==> config.mk <==
export PLATFORM = sky130hd
export DESIGN_NAME = mem_sequencer
export DESIGN_NICKNAME = d
export VERILOG_FILES = /design/src/rtl/mem_sequencer.sv
export SDC_FILE = /design/constraint.sdc
export NUM_CORES = 1
export LEC_CHECK = 0
export ABC_AREA = 1
export BUFFER_PORTS_ARGS = -buffer_cell sky130_fd_sc_hd__buf_2
export CORE_AREA = 4 4 61 63
export DETAILED_ROUTE_END_ITERATION = 10
export DIE_AREA = 0 0 65 67
export PLACE_DENSITY = 0.85
export SLEW_MARGIN = 10
export SYNTH_ARGS = -nofsm -noshare
export SYNTH_HDL_FRONTEND = slang
export SYNTH_SLANG_ARGS = --single-unit
==> constraint.sdc <==
create_clock -name clk -period 3 [get_ports clk]
set_input_delay 0.75 -clock clk [delete_from_list [all_inputs] [get_ports clk]]
set_output_delay 0.75 -clock clk [all_outputs]
set_load 0.1 [all_outputs]
==> src/rtl/mem_sequencer.sv <==
// Memory-block bus-master sequencer: expands one-word requests into per-cycle
// address/data select codes and address-counter strobes for the memory block.
module mem_sequencer #(
  parameter logic [2:0] A_IDLE = 3'd7,
  parameter logic [3:0] C_IDLE = 4'd15,
  parameter logic [2:0] A_TX   = 3'd0,
  parameter logic [2:0] A_SDP  = 3'd1,
  parameter logic [2:0] A_SP   = 3'd3,
  parameter logic [2:0] A_PC   = 3'd5,
  parameter logic [3:0] C_IR   = 4'd8,
  parameter logic [3:0] C_MEM  = 4'd9
) (
  input  logic       clk,
  input  logic       rst,
  input  logic       req_valid,
  output logic       req_ready,
  input  logic [2:0] req_op,
  input  logic [3:0] req_reg,
  input  logic [3:0] req_count,
  input  logic       hold,
  output logic [2:0] addroutctl,
  output logic [2:0] addrloadctl,
  output logic [3:0] outctl,
  output logic [3:0] loadctl,
  output logic       acincn,
  output logic       acdecn,
  output logic       busy,
  output logic       done,
  output logic       err
);

  localparam logic [2:0] OP_FETCH = 3'd0;
  localparam logic [2:0] OP_PUSH  = 3'd1;
  localparam logic [2:0] OP_POP   = 3'd2;
  localparam logic [2:0] OP_RDTX  = 3'd3;
  localparam logic [2:0] OP_WRTX  = 3'd4;
  localparam logic [2:0] OP_RDSDP = 3'd5;

  typedef enum logic [3:0] {
    S_IDLE, S_F0, S_P0, S_P1, S_Q0, S_R0, S_W0, S_B, S_DN
  } state_e;

  typedef struct packed {
    logic [2:0] addr;
    logic [3:0] outc;
    logic [3:0] loadc;
    logic       inc_n;
    logic       dec_n;
    logic       busy;
    logic       done;
  } ctl_t;

  localparam ctl_t CTL_IDLE = '{addr: A_IDLE, outc: C_IDLE, loadc: C_IDLE,
                                inc_n: 1'b1, dec_n: 1'b1, busy: 1'b0, done: 1'b0};

  state_e     state_q, state_d;
  logic [4:0] cnt_q, cnt_d;
  logic [4:0] num_q, num_d;
  logic [3:0] reg_q, reg_d;
  logic       err_q, err_d;
  ctl_t       ctl_q, ctl_d;

  logic accept, uses_reg, is_write, bad;

  assign req_ready = (state_q == S_IDLE) && !hold;
  assign accept    = req_valid && req_ready;
  assign uses_reg  = (req_op != OP_FETCH);
  assign is_write  = (req_op == OP_PUSH) || (req_op == OP_WRTX);
  assign bad       = (req_op > OP_RDSDP)
                   || (uses_reg && (req_reg == C_MEM || req_reg == C_IDLE))
                   || (is_write && req_reg == C_IR);

  // Next state: hold freezes everything; rejected requests leave the FSM in IDLE.
  always_comb begin
    state_d = state_q;
    cnt_d   = cnt_q;
    num_d   = num_q;
    reg_d   = reg_q;
    err_d   = err_q && hold;
    if (accept) begin
      if (bad) begin
        err_d = 1'b1;
      end else begin
        reg_d = req_reg;
        num_d = {req_count == 4'd0, req_count};
        cnt_d = 5'd0;
        case (req_op)
          OP_FETCH: state_d = S_F0;
          OP_PUSH:  state_d = S_P0;
          OP_POP:   state_d = S_Q0;
          OP_RDTX:  state_d = S_R0;
          OP_WRTX:  state_d = S_W0;
          default:  state_d = S_B;
        endcase
      end
    end else if (!hold) begin
      case (state_q)
        S_F0, S_P1, S_Q0, S_R0, S_W0: state_d = S_DN;
        S_P0: state_d = S_P1;
        S_B: begin
          if (cnt_q + 5'd1 == num_q) begin
            state_d = S_DN;
            cnt_d   = 5'd0;
          end else begin
            cnt_d = cnt_q + 5'd1;
          end
        end
        S_DN:    state_d = S_IDLE;
        default: state_d = S_IDLE;
      endcase
    end
  end

  // Decode the upcoming state so the control codes come straight from flops.
  always_comb begin
    ctl_d = CTL_IDLE;
    case (state_d)
      S_F0: begin
        ctl_d.addr = A_PC; ctl_d.outc = C_MEM; ctl_d.loadc = C_IR; ctl_d.inc_n = 1'b0;
      end
      S_P0: begin
        ctl_d.addr = A_SP; ctl_d.dec_n = 1'b0;
      end
      S_P1: begin
        ctl_d.addr = A_SP; ctl_d.outc = reg_d; ctl_d.loadc = C_MEM;
      end
      S_Q0: begin
        ctl_d.addr = A_SP; ctl_d.outc = C_MEM; ctl_d.loadc = reg_d; ctl_d.inc_n = 1'b0;
      end
      S_R0: begin
        ctl_d.addr = A_TX; ctl_d.outc = C_MEM; ctl_d.loadc = reg_d;
      end
      S_W0: begin
        ctl_d.addr = A_TX; ctl_d.outc = reg_d; ctl_d.loadc = C_MEM;
      end
      S_B: begin
        ctl_d.addr = A_SDP; ctl_d.outc = C_MEM; ctl_d.loadc = reg_d; ctl_d.inc_n = 1'b0;
      end
      S_DN:    ctl_d.done = 1'b1;
      default: ctl_d = CTL_IDLE;
    endcase
    ctl_d.busy = (state_d != S_IDLE) && (state_d != S_DN);
  end

  always_ff @(posedge clk) begin
    if (rst) begin
      state_q <= S_IDLE;
      cnt_q   <= 5'd0;
      num_q   <= 5'd0;
      reg_q   <= C_IDLE;
      err_q   <= 1'b0;
      ctl_q   <= CTL_IDLE;
    end else begin
      state_q <= state_d;
      cnt_q   <= cnt_d;
      num_q   <= num_d;
      reg_q   <= reg_d;
      err_q   <= err_d;
      ctl_q   <= ctl_d;
    end
  end

  // A frozen beat must never reach the bus, so hold masks the registered codes.
  assign addroutctl  = hold ? A_IDLE : ctl_q.addr;
  assign addrloadctl = A_IDLE;
  assign outctl      = hold ? C_IDLE : ctl_q.outc;
  assign loadctl     = hold ? C_IDLE : ctl_q.loadc;
  assign acincn      = hold ? 1'b1   : ctl_q.inc_n;
  assign acdecn      = hold ? 1'b1   : ctl_q.dec_n;
  assign busy        = ctl_q.busy;
  assign done        = ctl_q.done && !hold;
  assign err         = err_q && !hold;

endmodule

==> results of run 1 <==
how the worst max path moves through the flow:
stage	startpoint	endpoint	slack (ns)
final	hold	req_ready	0.47
after global placement	hold	req_ready	0.48
after CTS	hold	req_ready	0.47
after floorplan	hold	done	-0.10
after global routing	hold	req_ready	0.37
after detailed placement	hold	ctl_q[8]	0.41
layout by cell type, fill, tap and decap left out:
cell type  count
inv_1         26
nor2_1        21
or2_2         14
buf_2         31
nor3_2         1
and2_1         1
a211oi_1       1
nor2_2         3
nand3_2        4
conb_1         3
o21a_1         1
dfxtp_1       34
xnor2_1        1
clkinv_2       2
a21oi_2        2
or2_4          1
xor2_1         2
nand2_4        3
ha_1           1
a21oi_1        9
nand2_1       58
nand3_4        1
a21boi_0       1
inv_2          7
a21boi_1       1
o21ai_0        8
clkbuf_4       5
nand4_1        6
nand4_4        1
nand3b_1       3
o21ai_2        2
o21ai_1        4
nand3_1       16
nand2_2        6
a31oi_1        3
registers in the layout (all words and copies together), names as in the netlist:
register / count
reg_q: 4
busy: 1
num_q: 5
err_q: 1
state_q: 4
cnt_q: 5
ctl_q: 14
area by class of cell:
class	count	area, sq um	area share, %
inverter	33	124	6.13
sequential	34	681	33.7
tap	46	57.6	2.85
clock inverter	2	10.0	0.495
multi-input combinational	178	957	47.3
clock buffer	5	37.5	1.86
timing repair buffer	31	155	7.67
power by group through the flow:
| stage | logic, uW | clock network, uW | registers [uW] |
|---|---|---|---|
| finish | 288 | 227 | 490 |
| floorplan | 232 | 0 | 510 |
| detailed placement | 287 | 0 | 501 |
| global route | 311 | 257 | 493 |
| CTS | 288 | 234 | 490 |
| global placement | 284 | 0 | 500 |
cell families after synthesis:
logic type | Yosys count | synth area share, %
AOI/OAI and AO/OA | 32 | 10.5
buffers and inverters | 42 | 9.64
xor gates and xnor gates | 3 | 1.46
DFF | 34 | 37.7
adders and majority gates | 1 | 0.693
other | 1 | 0.208
and+or+nand+nor | 139 | 39.8
Yosys cell counts, drive strengths merged:
library cell	number
nand2	67
dfxtp	34
inv	33
nor2	24
nand3	21
or2	15
o21ai	14
a21oi	11
nand4	7
buf	5
clkbuf	4
a31oi	3
nand3b	3
a21boi	2
xor2	2
a211oi	1
and2	1
conb	1
ha	1
nor3	1
o21a	1
xnor2	1
metal layers:
layer | up-vias | track usage [%] | share of wire, %
met1 | 716 | 20.9 | 46
met4 | 0 | 6.33 | 1.6
met2 | 45 | 29.8 | 46
met5 | - | 0 | 0
met3 | 6 | 3.54 | 6.3
li1 | 851 | - | -
metrics by stage:
step / utilization [%] / worst slack [ns] / TNS [ns] / hold slack (ns) / instances
6_report: 62.6 / 0.470 / 0 / 0.474 / 329
5_1_grt: 62.6 / 0.375 / 0 / 0.509 / 329
4_1_cts: 62.6 / 0.467 / 0 / 0.478 / 329
3_3_place_gp: 61.1 / 0.484 / 0 / 0.456 / 322
3_5_place_dp: 61.1 / 0.413 / 0 / 0.463 / 322
2_1_floorplan: - / -0.105 / -0.210 / 0.444 / 254
tightest hold or removal path: cells and delay by family (launching register included):
family             cells  cell delay [ns]
AOI/OAI and AO/OA      1             0.05
DFF                    1             0.33
and+or+nand+nor        1             0.06
==> flow_summary_export.csv, run 1 <==
group,metric,value,unit
critical_path,cpPeakStageDelay,0.41,ns
pwr,cellPowerDensity,497,nW/um^2
critical_path,r2r_end,"ctl_q[5]",
critical_path,crit_cells,5,
cts,cts.repair.resized,0,
floorplanning,dieHeight,67,um
layout,n_fill_cell,297,
pwr,ir_drop,0.287,mV
critical_path,rr_worst_depth,14,
layout,area_growth,12.1,%
pwr,p_seq_share,48.8,%
cts,root_buffer,"clkbuf_4",
floorplanning,core.rowCount,21,
critical_path,rrSetupSlack,0.82,ns
route,num_vias,1618,
pwr,pwr-share-comb,28.7,%
pwr,internal_power,634,uW
yosys,synth.distinct_cells,35,
placement,place_hpwl,2.69,mm
yosys,synth-seq-cells,34,
layout,nNetsFinal,299,
route,detail_route.vias_per_cell,4.92,
cts,postCtsSetupRepairBufs,0,
cts,cts_hold_buf,0,
layout,drive_gt1_share,29.3,%
global_routing,overflow,0,
floorplanning,die_x,65,um
critical_path,cp_top_family,"buffers and inverters",
timing,max_freq,0.395,GHz
timing,final_max_slew_viol_count,0,
global_routing,grt_antenna_before_repair,0,
timing,worst_clock_skew,0.00734,ns
critical_path,startpoint_type,"primary input",
critical_path,path_max_fanout,20,
timing,finalCritPeriodShare,84.3,%
yosys,synth_area,1800,sq um
route,drc,0,
global_routing,grt_usage,17.2,%
timing,hold_viol,0,
yosys,yosys_warnings,0,
worst_hold_path,hold_depth,2,
layout,antennaDiodeCount,0,
global_routing,grt_max_degree,21,
yosys,netlist.area_leader.share,37.7,%
critical_path,cp-end-kind,"output pin",
critical_path,path_buf_inv,4,
pwr,clockPowerShare,22.6,%
job,cap_violations,0,
yosys,syn_inst,252,
cts,clock_latency,0.32,ns
pwr,power.total,1000,uW
worst_hold_path,hp-class,"reg2reg",
critical_path,cp.required,2.25,ns
cts,clock_path_buffers,2,
placement,routabilityCongestion,0.815,
timing,rsz0062_at_grt,"no",
floorplanning,start_util,55.8,%
floorplanning,core_area,3230,sq um
route,ant_nets,0,
route,wl,3.44,mm
cts,numCtsBuffers,5,
cts,htreeDepth,2,
pwr,power.switching,371,uW
timing,setup_viol,0,
pwr,swShare,36.9,%
cts,clock-sinks,34,
placement,port_buffers,31,
floorplanning,ios,35,
yosys,post_synth.cell_area_avg,7.16,sq um
route,first_pass_iters,5,
yosys,yosysTopAreaCell,"dfxtp_1",
critical_path,critPathKind,"in2out",
outcome,status,"finished, final reports clean",
critical_path,crit_slowest_cell,"buf_2",
global_routing,first_global_vias,1453,
worst_hold_path,min_to,"err_q",
route,routedWlPerCell,10.4,um
yosys,netlist_top_cells_area,"dfxtp_1, nand2_1, inv_1",
worst_hold_path,hp-start,"err_q",
timing,layout_min_cycle_time,2.53,ns
cts,clkSlewWorstSetupHoldPaths,0.10,ns
pwr,leakagePower,0.000899,uW
yosys,yosysSeqAreaShare,37.7,%
critical_path,r2r_start,"cnt_q[0]",
critical_path,cp.arrival,1.78,ns
layout,final_area,2020,sq um
cts,cts_tree,"yes",
floorplanning,die_area,4360,sq um
global_routing,grt_first_pass_wirelength,5.89,mm
placement,placed_cell_area,1970,sq um
route,drt_iter0_drc,109,
critical_path,crit_chain,"buf_2, inv_1, nand3_1, inv_1, buf_2",
No activity file was read; power rests on OpenSTA's default activity.
==> run 2, diff against run 1 <==
--- a/config.mk
+++ b/config.mk
@@ -5,12 +5,12 @@
 export SDC_FILE = /design/constraint.sdc
 export NUM_CORES = 1
 export LEC_CHECK = 0
-export ABC_AREA = 1
+export ABC_AREA = 0
 export BUFFER_PORTS_ARGS = -buffer_cell sky130_fd_sc_hd__buf_2
-export CORE_AREA = 4 4 61 63
+export CORE_AREA = 4 4 63 65
 export DETAILED_ROUTE_END_ITERATION = 10
-export DIE_AREA = 0 0 65 67
-export PLACE_DENSITY = 0.85
+export DIE_AREA = 0 0 67 69
+export PLACE_DENSITY = 0.8
 export SLEW_MARGIN = 10
 export SYNTH_ARGS = -nofsm -noshare
 export SYNTH_HDL_FRONTEND = slang
==> constraint.sdc (replaced) <==
create_clock -name clk -period 2.4 [get_ports clk]
set_input_delay 0.6 -clock clk [delete_from_list [all_inputs] [get_ports clk]]
set_output_delay 0.6 -clock clk [all_outputs]
set_load 0.1 [all_outputs]
==> flow_summary_export.csv, run 2 <==
group,metric,value,unit
global_routing,grt_first_pass_wirelength,7.13,mm
pwr,p_seq_share,40.6,%
layout,instances_no_fill,300,
cts,numCtsBuffers,5,
yosys,netlist_top_cells_count,"dfxtp_1, nor2_1, or2_2",
route,num_vias,1618,
outcome,status,"finished, final reports clean",
layout,n_fill_cell,226,
layout,mostFrequentLayoutCell,"dfxtp_1",
timing,final_max_slew_viol_count,0,
timing,finalCritPeriodShare,96.4,%
placement,port_buffers,31,
timing,setup_viol,0,
global_routing,grt_usage,19.5,%
pwr,ir_drop,0.489,mV
yosys,syn_inst,203,
floorplanning,start_util,53.4,%
cts,clock-sinks,34,
cts,postCtsSetupRepairBufs,0,
timing,max_freq,0.432,GHz
cts,root_buffer,"clkbuf_4",
placement,routabilityCongestion,0.815,
floorplanning,die_area,4620,sq um
pwr,clockPowerShare,18.2,%
layout,drive_gt1_share,36.2,%
floorplanning,die_x,67,um
layout,area_growth,34.8,%
floorplanning,core.rowCount,21,
critical_path,cp.required,1.80,ns
yosys,synth_most_common_cell,"dfxtp_1",
yosys,synth-edff-count,0,
critical_path,r2r_start,"cnt_q[1]",
cts,cts_tree,"yes",
global_routing,first_global_vias,1547,
timing,worst_clock_skew,0.00803,ns
pwr,pwr-share-comb,41.2,%
layout,biggestRegsByFlops,"ctl_q: 14 flops, cnt_q: 5 flops, num_q: 5 flops",
placement,dp.cells,293,
global_routing,grt_antenna_before_repair,0,
pwr,leakagePower,0.000989,uW
route,first_pass_iters,4,
layout,antennaDiodeCount,0,
route,detail_route.vias_per_cell,5.39,
floorplanning,core_area,3340,sq um
route,drt_iter0_drc,95,
yosys,netlist.area_leader.share,38.2,%
yosys,yosysSeqAreaShare,38.2,%
pwr,power.switching,593,uW
layout,top_register,"ctl_q",
layout,nNetsFinal,270,
critical_path,crit_chain,"buf_2, or4_4, buf_4, nor2_2, buf_12",
placement,place_hpwl,3.12,mm
cts,cts.repair.resized,0,
pwr,swShare,37.9,%
route,wl,4.16,mm
floorplanning,ios,35,
placement,placed_cell_area,2350,sq um
pwr,cellPowerDensity,652,nW/um^2
critical_path,rrSetupSlack,0.15,ns
layout,largest_reg_flops,14,
critical_path,cp-end-kind,"output pin",
yosys,post_synth.cell_area_avg,8.78,sq um
critical_path,startpoint_type,"primary input",
pwr,power.total,1570,uW
job,cap_violations,0,
yosys,yosys_warnings,0,
cts,clock_latency,0.34,ns
global_routing,overflow,0,
timing,hold_viol,0,
critical_path,worstSetupStartpoint,"hold",
route,ant_nets,0,
critical_path,cpPeakStageDelay,0.54,ns
global_routing,grt_max_degree,26,
worst_hold_path,hp-class,"reg2reg",
worst_hold_path,hp-start,"reg_q[3]",
yosys,yosysTopAreaCell,"dfxtp_1",
critical_path,critPathKind,"in2out",
critical_path,crit_slowest_cell,"or4_4",
yosys,netlist_top_cells_area,"dfxtp_1, mux2i_1, or2_2",
layout,final_area,2400,sq um
pwr,internal_power,974,uW
yosys,synth_area,1780,sq um
route,drc,0,
cts,cts_hold_buf,0,
critical_path,cp.arrival,1.71,ns
route,routedWlPerCell,13.9,um
timing,layout_min_cycle_time,2.31,ns
yosys,postSynth.asyncResetShare,0,%
yosys,synth.distinct_cells,54,
yosys,synth-seq-cells,34,
floorplanning,dieHeight,69,um
layout,mostFrequentLayoutCells,"dfxtp_1, buf_4, nor2_1",
critical_path,path_max_fanout,3,
cts,htreeDepth,2,
cts,clock_path_buffers,2,
yosys,synth_ff_type,"dfxtp_1",
cts,clkSlewWorstSetupHoldPaths,0.09,ns
run 2: changes by cell type after synthesis, sizes merged, moves of 6 or more:
cell | previous run | this run
inv | 33 | 6
nand2 | 67 | 9
o21ai | 14 | 6
mux2i | 0 | 10
nand3 | 21 | 5
nand4 | 7 | 1
run 2: final timing paths:
kind                     to  cells past startpoint
setup / recovery  req_ready                      5
hold / removal     reg_q[3]                      2
setup reg to reg   cnt_q[3]                      8
hold reg to reg    reg_q[3]                      2
run 2: kinds of logic after synthesis:
logic type	count (synthesis)	synth area share (%)
other cells	1	0.210
flops	34	38.2
fa+ha+maj	1	0.702
xor+xnor	9	4.42
buf+inv	22	6.04
simple gates	85	27.3
compound gates	40	16.9
mux	11	6.25
run 2: per-stage QoR:
stage	utilization, %	setup TNS [ns]	hold WS [ns]	setup WS [ns]
global route	72.0	-0.0188	0.533	-0.0150
CTS	71.7	0	0.507	0.0755
global placement	70.3	-0.770	0.469	-0.120
finish	72.0	0	0.512	0.0872
detailed placement	70.3	-1.77	0.488	-0.165
floorplan	-	-0.772	0.436	-0.308
run 2: cell type report:
class                   instances  area (sq um)  share of cell area (%)
clock buffers                   7          45.0                    1.88
repair buffers                 58           583                    24.3
flip-flops and latches         34           681                    28.3
multi-input cells             149          1010                    42.2
inverters                       6          22.5                   0.938
well taps                      46          57.6                    2.40
run 2: per-layer routing:
metal / vias to the layer above / share of wire (%) / GRT usage (%) / wire length [um]
met4: 0 / 1.8 / 6.76 / 74
li1: 813 / - / - / -
met5: - / 0 / 0 / 0
met3: 8 / 6.2 / 5.84 / 258
met1: 753 / 45 / 26.2 / 1890
met2: 44 / 47 / 29.3 / 1940
run 2: power by group through the flow:
stage                     combinational (uW)  clock [uW]  sequential [uW]
after floorplan                          387           0              677
after global placement                   625           0              648
after detailed placement                 639           0              649
after CTS                                642         296              636
after global routing                     687         312              641
final                                    646         285              636
run 2: worst max-delay path: cells and delay by family:
family,cells,cell delay (ns)
buffers and inverters,3,0.45
and+or+nand+nor,2,0.66
==> run 3, diff against run 2 <==
--- a/config.mk
+++ b/config.mk
@@ -7,10 +7,11 @@
 export LEC_CHECK = 0
 export ABC_AREA = 0
 export BUFFER_PORTS_ARGS = -buffer_cell sky130_fd_sc_hd__buf_2
-export CORE_AREA = 4 4 63 65
+export CORE_AREA = 4 4 61 63
+export CTS_BUF_LIST = sky130_fd_sc_hd__clkbuf_8
 export DETAILED_ROUTE_END_ITERATION = 10
-export DIE_AREA = 0 0 67 69
-export PLACE_DENSITY = 0.8
+export DIE_AREA = 0 0 65 67
+export PLACE_DENSITY = 0.85
 export SLEW_MARGIN = 10
 export SYNTH_ARGS = -nofsm -noshare
 export SYNTH_HDL_FRONTEND = slang
==> flow_summary_export.csv, run 3 (synthesized netlist as in run 2, its figures left out) <==
group,metric,value,unit
timing,finalCritPeriodShare,97.2,%
cts,postCtsSetupRepairBufs,0,
route,detail_route.vias_per_cell,5.52,
timing,setup_viol,0,
layout,mostFrequentLayoutCells,"dfxtp_1, buf_4, nor2_1",
layout,drive_gt1_share,37.3,%
timing,final_max_slew_viol_count,0,
layout,final_area,2460,sq um
cts,root_buffer,"clkbuf_8",
layout,antennaDiodeCount,0,
global_routing,first_global_vias,1467,
placement,port_buffers,31,
critical_path,startpoint_type,"primary input",
timing,hold_ws,0.498,ns
timing,layout_min_cycle_time,2.33,ns
placement,placed_cell_area,2320,sq um
placement,place_hpwl,3.19,mm
global_routing,grt_max_degree,26,
global_routing,met2_usage,36.1,%
route,first_pass_iters,4,
layout,biggestRegsByFlops,"ctl_q: 14 flops, cnt_q: 5 flops, num_q: 5 flops",
pwr,leakagePower,0.00101,uW
route,wl,4.57,mm
route,routedWlPerCell,15.3,um
route,drt_iter0_drc,145,
floorplanning,core.rowCount,21,
route,ant_nets,0,
floorplanning,start_util,55.1,%
floorplanning,core_area,3230,sq um
critical_path,cp.arrival,1.73,ns
floorplanning,die_x,65,um
global_routing,grt_antenna_before_repair,0,
critical_path,path_max_fanout,4,
timing,worst_clock_skew,0.00732,ns
critical_path,cp.required,1.80,ns
global_routing,grt_usage,21.9,%
route,num_vias,1644,
global_routing,overflow,0,
layout,mostFrequentLayoutCell,"dfxtp_1",
cts,clkSlewWorstSetupHoldPaths,0.07,ns
layout,area_growth,38.1,%
layout,nNetsFinal,267,
floorplanning,ios,35,
cts,clock_path_buffers,2,
cts,clock-sinks,34,
cts,htreeDepth,2,
cts,clock_latency,0.28,ns
cts,numCtsBuffers,5,
critical_path,critPathKind,"in2out",
worst_hold_path,hp-class,"reg2reg",
timing,max_freq,0.429,GHz
floorplanning,dieHeight,67,um
layout,n_fill_cell,209,
cts,cts_tree,"yes",
layout,top_register,"ctl_q",
cts,cts_hold_buf,0,
global_routing,grt.busiest_layer,"met2",
global_routing,grt_first_pass_wirelength,7.20,mm
layout,largest_reg_flops,14,
route,drc,0,
critical_path,cp-end-kind,"output pin",
placement,routabilityCongestion,0.876,
timing,hold_viol,0,
pwr,ir_drop,0.575,mV
floorplanning,die_area,4360,sq um
global_routing,grt_use_met3,5.56,%
pwr,cellPowerDensity,699,nW/um^2
outcome,status,"finished, final reports clean",
global_routing,use_met1,27.7,%
job,cap_violations,0,
run 3: cell count changes in the layout (fill, tap and decap cells not counted), sizes merged:
cell	before	now
buf	58	55
clkbuf	7	6
clkinv	0	1
inv	6	7
run 3: report_power, final:
part,switching (uW),internal [uW]
clock,193,227
combinational,408,252
sequential,24.8,615
total,626,1090
run 3: per-layer routing:
layer	routed length, um	part of all wire [%]
met1	2070	45
met2	2220	49
met3	240	5.2
met4	42	0.92
met5	0	0
run 3: cell type report:
cell class              instances  area [sq um]  area share (%)
multi-input cells             149          1050            42.6
repair buffers                 55           561            22.8
clock buffers                   6          82.6            3.36
inverters                       6          22.5           0.916
clock inverters                 2          8.76           0.356
flip-flops and latches         34           681            27.7
well taps                      46          57.6            2.34
run 3: worst max-delay path, cell delays in order:
cell	delay, ns
buf_2	0.11
or4_4	0.56
buf_4	0.16
nor2_2	0.12
buf_12	0.19
run 3: path summary, 6_finish.rpt:
| path | slack, ns | from | to | depth (start not counted) |
|---|---|---|---|---|
| worst min-delay path | 0.50 | reg_q[3] | reg_q[3] | 2 |
| worst max-delay path | 0.07 | hold | req_ready | 5 |
| worst max register to register | 0.07 | cnt_q[1] | ctl_q[4] | 8 |
| worst min register to register | 0.50 | reg_q[3] | reg_q[3] | 2 |
run 3: what timing repair did:
| item | CTS | global route |
|---|---|---|
| resized for setup | 1 | 7 |
| setup endpoints to repair | 1 | 13 |
| pin swaps | 0 | 1 |
run 3: through the flow:
stage	setup WS [ns]	std cells	power [uW]	utilization [%]	TNS, ns
2_1_floorplan	-0.308	205	1060	-	-0.772
3_3_place_gp	-0.0865	290	1260	71.9	-0.820
3_5_place_dp	-0.257	290	1280	71.9	-2.56
4_1_cts	0.0445	298	1700	74.8	0
5_1_grt	-0.0705	298	1800	76.1	-0.312
6_report	0.0677	298	1720	76.1	0
